$ cat src/rtl/gf2_div_pkg.sv
// Shared types and width helpers for the sequential GF(2)[x] polynomial divider.
package gf2_div_pkg;

    typedef enum logic [1:0] {
        IDLE = 2'd0,
        NORM = 2'd1,
        DIV  = 2'd2,
        DONE = 2'd3
    } state_t;

    // Defaults match the product width of a 16x16 carry-less multiplier.
    localparam int DW_A_DEF = 31;
    localparam int DW_B_DEF = 16;

    // Normalisation shift count: 0..DW_B-1.
    function automatic int shift_cnt_w(input int dw_b);
        return $clog2(dw_b);
    endfunction

    // Division iteration count: up to DW_A + DW_B - 1.
    function automatic int iter_cnt_w(input int dw_a, input int dw_b);
        return $clog2(dw_a + dw_b);
    endfunction

endpackage

$ cat src/rtl/gf2_lzc.sv
// Parameterised leading-zero counter, purely combinational.
// Returns W when the input is all zeros.
module gf2_lzc #(
    parameter int W  = 31,
    parameter int ZW = $clog2(W + 1)
) (
    input  logic [W-1:0]  x,
    output logic [ZW-1:0] cnt
);

    // Highest set bit wins because later iterations overwrite earlier ones.
    always_comb begin
        cnt = ZW'(W);
        for (int i = 0; i < W; i++) begin
            if (x[i]) cnt = ZW'(W - 1 - i);
        end
    end

endmodule

$ cat src/rtl/gf2_poly_div_seq.sv
// Sequential carry-less polynomial divider: a(x) = q(x)*b(x) ^ r(x), deg r < deg b.
// The divisor is first normalised (shifted until its top bit is set), then one
// quotient bit is produced per clock, MSB first, from the stream a followed by s zeros.
// Optional macro GF2_DIV_EARLY_EXIT_EN skips the leading zeros of the dividend,
// shortening latency without changing q, r or div0.
module gf2_poly_div_seq
    import gf2_div_pkg::*;
#(
    parameter int DW_A = DW_A_DEF,
    parameter int DW_B = DW_B_DEF
) (
    input  logic            clk,
    input  logic            rst_n,
    input  logic            in_valid,
    output logic            in_ready,
    input  logic [DW_A-1:0] a,
    input  logic [DW_B-1:0] b,
    output logic            out_valid,
    input  logic            out_ready,
    output logic [DW_A-1:0] q,
    output logic [DW_B-2:0] r,
    output logic            div0
);

    localparam int SW = shift_cnt_w(DW_B);
    localparam int CW = iter_cnt_w(DW_A, DW_B);

    state_t          state;
    logic [DW_A-1:0] src;       // dividend bits still to be consumed, MSB first
    logic [DW_B-1:0] b_norm;    // divisor shifted so its top bit is set
    logic [DW_B-2:0] rem;       // running partial remainder
    logic [DW_A-1:0] q_reg;
    logic [DW_B-2:0] r_reg;
    logic            div0_reg;
    logic [SW-1:0]   s;         // normalisation shift applied to the divisor
    logic [CW-1:0]   cnt;       // remaining division steps
    logic [CW-1:0]   n_iter;    // steps needed for the current job
    logic [DW_A-1:0] a_src;     // dividend as loaded into the stream register

    logic [DW_B-1:0] t;
    logic [DW_B-1:0] t_x;
    logic [DW_B-2:0] rem_nxt;
    logic            qbit;

`ifdef GF2_DIV_EARLY_EXIT_EN
    localparam int ZW = $clog2(DW_A + 1);
    logic [ZW-1:0] a_lz;
    logic [ZW-1:0] z;

    gf2_lzc #(.W(DW_A), .ZW(ZW)) u_lzc (
        .x   (a),
        .cnt (a_lz)
    );

    // Left-align the dividend so the stream starts at its first set bit.
    assign a_src  = a << a_lz;
    assign n_iter = CW'(DW_A) - CW'(z) + CW'(s);
`else
    assign a_src  = a;
    assign n_iter = CW'(DW_A) + CW'(s);
`endif

    // One long-division step: shift in the next dividend bit, subtract (XOR) if the top bit is set.
    always_comb begin
        t       = {rem, src[DW_A-1]};
        t_x     = t ^ b_norm;
        qbit    = t[DW_B-1];
        rem_nxt = qbit ? t_x[DW_B-2:0] : t[DW_B-2:0];
    end

    // Control FSM and datapath registers: accept, normalise, divide, hold result.
    always_ff @(posedge clk) begin
        if (!rst_n) begin
            state    <= IDLE;
            src      <= '0;
            b_norm   <= '0;
            rem      <= '0;
            q_reg    <= '0;
            r_reg    <= '0;
            div0_reg <= 1'b0;
            s        <= '0;
            cnt      <= '0;
`ifdef GF2_DIV_EARLY_EXIT_EN
            z        <= '0;
`endif
        end else begin
            case (state)
                IDLE: begin
                    if (in_valid) begin
                        src      <= a_src;
                        b_norm   <= b;
                        s        <= '0;
                        rem      <= '0;
                        q_reg    <= '0;
                        r_reg    <= '0;
                        div0_reg <= 1'b0;
`ifdef GF2_DIV_EARLY_EXIT_EN
                        z        <= a_lz;
`endif
                        state    <= NORM;
                    end
                end
                NORM: begin
                    if (b_norm == '0) begin
                        div0_reg <= 1'b1;
                        q_reg    <= '0;
                        r_reg    <= '0;
                        state    <= DONE;
                    end else if (b_norm[DW_B-1]) begin
                        // Only reachable with early exit and a zero dividend and s == 0.
                        if (n_iter == '0) begin
                            state <= DONE;
                        end else begin
                            cnt   <= n_iter;
                            state <= DIV;
                        end
                    end else begin
                        b_norm <= b_norm << 1;
                        s      <= s + SW'(1);
                    end
                end
                DIV: begin
                    rem   <= rem_nxt;
                    q_reg <= {q_reg[DW_A-2:0], qbit};
                    src   <= {src[DW_A-2:0], 1'b0};
                    cnt   <= cnt - CW'(1);
                    if (cnt == CW'(1)) begin
                        // Undo the normalisation scaling on the remainder.
                        r_reg <= rem_nxt >> s;
                        state <= DONE;
                    end
                end
                DONE: begin
                    if (out_ready) state <= IDLE;
                end
                default: state <= IDLE;
            endcase
        end
    end

    assign in_ready  = (state == IDLE);
    assign out_valid = (state == DONE);
    assign q         = q_reg;
    assign r         = r_reg;
    assign div0      = div0_reg;

endmodule

$ cat config.mk
export PLATFORM = sky130hd
export DESIGN_NAME = gf2_poly_div_seq
export DESIGN_NICKNAME = d
export VERILOG_FILES = /design/src/rtl/gf2_div_pkg.sv /design/src/rtl/gf2_lzc.sv /design/src/rtl/gf2_poly_div_seq.sv
export SDC_FILE = /design/constraint.sdc
export NUM_CORES = 1
export LEC_CHECK = 0
export ABC_AREA = 1
export CORE_MARGIN = 5
export CORE_UTILIZATION = 35
export CTS_CLUSTER_DIAMETER = 30
export DETAILED_ROUTE_END_ITERATION = 6
export GPL_TIMING_DRIVEN = 0
export PLACE_DENSITY = 0.67
export SLEW_MARGIN = 20
export SYNTH_ARGS = -nofsm -noshare
export SYNTH_HDL_FRONTEND = slang
export SYNTH_HIERARCHICAL = 1
export SYNTH_SLANG_ARGS = --single-unit
$ cat constraint.sdc
create_clock -name clk -period 2.3 [get_ports clk]
set_clock_uncertainty 0.2 [all_clocks]
set_input_delay 0.46 -clock clk [delete_from_list [all_inputs] [get_ports clk]]
set_output_delay 0.46 -clock clk [all_outputs]
set_load 0.01 [all_outputs]
==> run summary <==
Reg power frac = 0.315
Syn Nets = 959
M3 GR Usage = 0.0397
Pleak = 3.09 nW
max-cap viol count = 0
initial antenna violation count = 0
Mapped Avg Cell Area = 6.69 sq um
Gate Count Post-Synth = 900
Die X = 141 microns
pre-CTS setup slack = -0.232 ns
H-tree depth = 4
RD Place Congestion = 0.860
Post-Synthesis Cell Area = 6020 sq um
setup slack, reg-to-reg = 0.13 ns
area of the multi-input gates = 3180 sq um
Comb pwr share = 0.380
clock share of power = 0.305
Final ANT Viol Nets = 0
TritonCTS clock tree = built
CP Class = reg -> out
dominant cells by area after synthesis = dfxtp_1 (40%), nand2_1 (18%), nand3_1 (11%)
sw frac = 0.392
EDFF count, synth = 0
number of global-route vias before repair = 5,784
die area = 19,900 sq um
die height = 141 microns
Pre-Repair DR Iteration Count = 5
Root Driver = clkbuf_16
FFs w/ async S/R, synth = 0
clk sinks = 121
worst path bufs/invs = 2
met2 Track Usage GR = 0.287
Routed WL = 17,200 microns
input/output buffers = 98
post-route minimum period = 2.24 ns
HPWL Detailed = 12,800 microns
IO Count = 100
post-route clock period utilization = 0.972
setup TNS = 0 ns
cell row count = 48
first-pass GRT wire length = 28,900 microns
Hold Violations, Final = 0
M1 GR Usage = 0.232
total global routing overflow = 0
Routed WL per cell = 13.7 microns
initial core utilization = 0.352
endpoints failing setup = 0
CP delay by family, top = buffers and inverters
Vias = 6,306
initial DRC count = 362
Layout fillers = 1,730
proportion of synthesized chip area in sequential cells = 0.402
final worst slack = 0.0648 ns
Rel. slew slack = 0.572
Stages on worst setup path = 3
status = complete, no violations
layout net count = 1,083
worst hold slack = 0.263 ns
Synth-to-Final Area Change = 32.7%
DRC viols = 0
Reg clk slew, reported paths = 0.05 ns
fin area = 7990 sq um
crit-path cells = inv_2, ha_4, clkdlybuf4s50_1
ys flop type = dfxtp_1
Max Clk Rate = 0.447 GHz
Worst Path Arrival = 1.58 ns
crit start category = flop
TritonCTS Buffers = 17
layout cells sized above 1 = 0.0839
Int Power = 5.36 mW
CP max stage delay = 0.54 ns
cell count of the worst reg-to-reg path = 8
Yosys top cell area share = 0.402
P per Cell Area = 1100 nW/um^2
Unique masters post-synth = 34
Hold Buf Count CTS = 0
VDD IR max = 0.552 mV
core region area = 17,100 sq um
worst hold path depth = 2
Yosys reg bits = 121
Longest Clk Path Bufs = 2
Crit-path slowest cell = clkdlybuf4s50_1
HP Class = reg -> reg
Max FO, Critical Path = 4
vias per std cell = 5.00
maximum number of pins on one net before global-route repair = 17
Slew @ Worst Pin = 0.642 ns
most frequent cell after synthesis = nand2_1
GRT Total Usage = 0.176
Worst setup EP type = output port
YS warnings = 6
clk_lat worst skew = 0.42 ns
NetSw = 3.46 mW
ANT cells = 0
area leader, netlist = dfxtp_1
worst path required time = 1.64 ns
layer with the highest usage = met2
register area = 2420 sq um
placed standard-cell area = 7290 sq um
list of most frequent post-synthesis cells = nand2_1 (286), nand3_1 (129), dfxtp_1 (121)
fin. max-slew vios = 0
## placed cells by master (no fill, tap or decap), drive strengths merged
cell type | netlist | layout
nand2 | 291 | 291
bufinv | 0 | 3
a21oi | 92 | 92
xnor2 | 1 | 1
clkdlybuf4s50 | 0 | 98
o21a | 1 | 1
o211ai | 1 | 1
clkbuf | 32 | 55
xor2 | 2 | 2
clkinv | 3 | 5
dfxtp | 121 | 121
buf | 25 | 29
a31oi | 34 | 34
a211oi | 1 | 1
o21ai | 53 | 53
a22o | 8 | 8
nand4 | 3 | 3
or2 | 2 | 2
ha | 8 | 8
clkinvlp | 0 | 6
nor2 | 38 | 38
inv | 53 | 54
nor3 | 1 | 1
nand3 | 130 | 130
## kinds of logic (layout without fill, tap and decap cells)
logic type | after synthesis | after routing | synth area share
and+or+nand+nor | 465 | 465 | 0.326
buffers and inverters | 113 | 250 | 0.0762
DFF | 121 | 121 | 0.402
AOI/OAI and AO/OA | 190 | 190 | 0.174
adders and majority gates | 8 | 8 | 0.0166
xor gates and xnor gates | 3 | 3 | 0.00436
## final timing paths
check | from | to
setup reg to reg | state[0] | cnt[3]
hold / removal | r[13] | r[13]
setup / recovery | state[0] | in_ready
hold reg to reg | r[13] | r[13]
## worst reg2reg max path, stage by stage, from the launching register on
cell,delay (ns)
dfxtp_1,0.39
inv_2,0.09
ha_1,0.19
buf_2,0.19
inv_1,0.16
buf_2,0.29
o21ai_0,0.22
o211ai_1,0.22
a21oi_1,0.08
## metrics by stage
stage	util	std cells	total power, mW
2_1_floorplan	-	900	5.05
3_3_place_gp	0.426	1223	5.95
3_5_place_dp	0.426	1223	5.96
4_1_cts	0.462	1255	8.70
5_1_grt	0.467	1262	9.43
6_report	0.467	1262	8.82
## routing by layer
metal | routed length, microns | up-vias
met5 | 0 | -
met4 | 324 | 0
met3 | 841 | 24
met2 | 8220 | 165
met1 | 7850 | 2872
li1 | - | 3245
## layout make-up
type | instances | area share
multi-input combinational | 666 | 0.398
sequential | 121 | 0.303
timing repair buffer | 105 | 0.129
clock buffer | 20 | 0.0559
tap | 225 | 0.0352
buffer | 57 | 0.0333
inverter | 56 | 0.0263
clock inverter | 12 | 0.0188
## power by group through the flow
stage / Combinational [mW] / Clock, mW / Sequential (mW)
floorplan: 2.33 / 0 / 2.72
global placement: 3.15 / 0 / 2.80
detailed placement: 3.16 / 0 / 2.81
CTS: 3.20 / 2.73 / 2.77
global route: 3.76 / 2.84 / 2.83
finish: 3.35 / 2.69 / 2.78
## timing repair
item	in CTS	in global routing
buffers inserted	0	7
pin swaps	1	4
setup endpoints to repair	72	96
resized for setup	4	27
(Power assumes the default switching activity.)
==> RTL edit (same settings) <==
The option `GF2_DIV_EARLY_EXIT_EN` is turned on by a define.
--- a/src/rtl/gf2_poly_div_seq.sv
+++ b/src/rtl/gf2_poly_div_seq.sv
@@ -3,6 +3,8 @@
 // quotient bit is produced per clock, MSB first, from the stream a followed by s zeros.
 // Optional macro GF2_DIV_EARLY_EXIT_EN skips the leading zeros of the dividend,
 // shortening latency without changing q, r or div0.
+`define GF2_DIV_EARLY_EXIT_EN
+
 module gf2_poly_div_seq
     import gf2_div_pkg::*;
 #(
Function: changed (Yosys sat finds a counterexample within 4 cycles, from zero or initial values and one cycle with rst_n low).
==> RTL edit against the original RTL <==
The flow now finishes with violations (setup timing); setup slack got worse by 1.2 ns; final area increased by 45%; sequential cell count increased by 5; synthesized area increased by 36%; routed wire length increased by 72%; highest routed layer unchanged; first-iteration DRC count increased to 2.6 times the old value; cell count increased by 43%; combinational power increased by 73%; total power increased by 34%; critical path depth increased by 7; count of clock-buffer cells in the layout decreased by 2.
==> RTL edit: results (changes against the original RTL) <==
.. list-table::
   :header-rows: 1

   * - Metric
     - Value
   * - Worst-case reg-to-reg path depth
     - 8 (unchanged)
   * - Post-place setup slack
     - -1.93 ns (-1.70 ns)
   * - FF-to-FF setup slack
     - -0.11 ns (-0.24 ns)
   * - Failing checks
     - setup timing
   * - Number of nets at the end of the flow
     - 1544 (+43%)
   * - Post-route worst setup slack
     - -1.12 ns (-1.18 ns)
   * - Cell with the largest stage delay on the worst path
     - clkbuf_1
   * - Detailed-route wire length
     - 29600 microns (+72%)
   * - Average wire per standard cell
     - 16.4 microns (+20%)
   * - Pin count of the biggest net entering global routing
     - 17 (unchanged)
   * - Global-route wire length before repair
     - 46600 microns (+61%)
   * - Relative max-transition margin
     - 0.384 (-0.188)
   * - Post-synthesis average cell area
     - 6.07 sq um (-9.3%)
   * - Final setup vio count
     - 34 (+34)
   * - Cell count after placement
     - 1756 (+44%)
   * - Net switching component of the power
     - 5130 uW (+48%)
   * - Top cell types by occurrence after synthesis
     - nand2_1, nand3_1, dfxtp_1
   * - Port Buf Inserts
     - 99 (+1.0%)
   * - Delay of the slowest cell on the worst path
     - 0.72 ns (+0.18 ns)
   * - Synth area leaders
     - dfxtp_1, nand2_1, nand3_1
   * - Number of distinct library cells after synthesis
     - 44 (+29%)
   * - Maximum vdd ir drop
     - 0.000575 V (+4.2%)
   * - Static leakage
     - 0.00483 uW (+56%)
   * - Crit Reg-Reg Startpoint
     - state[0]
   * - Net count after synthesis
     - 1407 (+47%)
   * - 1st-iter DRT viols
     - 939 (+160%)
   * - HPWL Detailed
     - 20700 microns (+62%)
   * - Run status
     - finished with violations
   * - End of the critical path
     - src[18]
   * - Highest fanout seen on the critical path
     - 10 (+6)
   * - Terminus of the critical flop-to-flop path
     - src[2]
   * - Final GP Congestion
     - 0.964 (+12%)
   * - Sequential area share after synthesis
     - 0.309 (-0.0931)
-- RTL edit: cell count changes after synthesis, moves of 5 or more --
cell      delta
dfxtp_1      +5
nand3_1    +125
nand2_1    +112
o211ai_1     +9
o21ai_0     +14
nor2_1      +50
clkbuf_1     +8
inv_1       +41
a31oi_1     -21
buf_2       +10
o21ai_1     +21
a21oi_1     +27
inv_2        +6
-- RTL edit: layout make-up --
cell class	count	area [sq um]
fillers	2205	11200
multi-input cells	1033	5930
flip-flops and latches	126	2530
repair buffers	121	1240
clock buffers	18	439
plain buffers	76	437
inverters	106	433
well taps	313	392
clock inverters	13	165
-- RTL edit: cell families (layout without fill, tap and decap cells) --
| group | after synthesis | in the layout | synth area share |
|---|---|---|---|
| adders and majority gates | 12 | 12 | 0.0193 |
| buffers and inverters | 185 | 334 | 0.0941 |
| and+or+nand+nor | 768 | 768 | 0.406 |
| DFF | 126 | 126 | 0.309 |
| xor gates and xnor gates | 5 | 5 | 0.00536 |
| AOI/OAI and AO/OA | 248 | 248 | 0.166 |
-- RTL edit: power groups by stage --
stage	sequential (uW)	clock, uW	combinational (uW)
after global routing	3320	2910	6460
final	3250	2780	5810
after floorplan	3190	0	3580
after detailed placement	3230	0	5140
after CTS	3200	2810	5460
after global placement	3220	0	5090
-- RTL edit: how the worst min path moves through the flow --
| stage | from | to | slack [ns] | cells past startpoint |
|---|---|---|---|---|
| 2_1_floorplan | z[0] | z[0] | 0.24 | 2 |
| 3_3_place_gp | src[22] | src[22] | 0.25 | 2 |
| 3_5_place_dp | src[20] | src[20] | 0.26 | 2 |
| 4_1_cts | r[3] | r[3] | 0.27 | 2 |
| 5_1_grt | src[17] | src[17] | 0.28 | 2 |
| 6_report | r[3] | r[3] | 0.26 | 2 |
-- RTL edit: timing repair --
action                                  in CTS  in global routing
resized for setup                          205                114
buffers inserted                            13                  5
endpoints found under the setup margin      64                117
pin swaps                                   54                 55
endpoints found under the hold margin        0                  0
gates cloned                                 4                  0
-- RTL edit: per-layer routing --
| layer | vias to the layer above | track usage | part of all wire |
|---|---|---|---|
| li1 | 4766 | - | - |
| met1 | 4595 | 0.289 | 0.44 |
| met2 | 441 | 0.339 | 0.45 |
| met3 | 64 | 0.0564 | 0.094 |
| met4 | 0 | 0.0629 | 0.021 |
| met5 | - | 0 | 0 |
-- RTL edit: through the flow --
step | util | setup TNS [ns] | instance area [sq um]
after floorplan | - | -20.02 | 8320
final | 0.508 | -29.41 | 11600
after detailed placement | 0.426 | -70.92 | 9710
after global placement | 0.426 | -70.13 | 9710
after CTS | 0.487 | -22.62 | 11100
after global routing | 0.508 | -37.81 | 11600
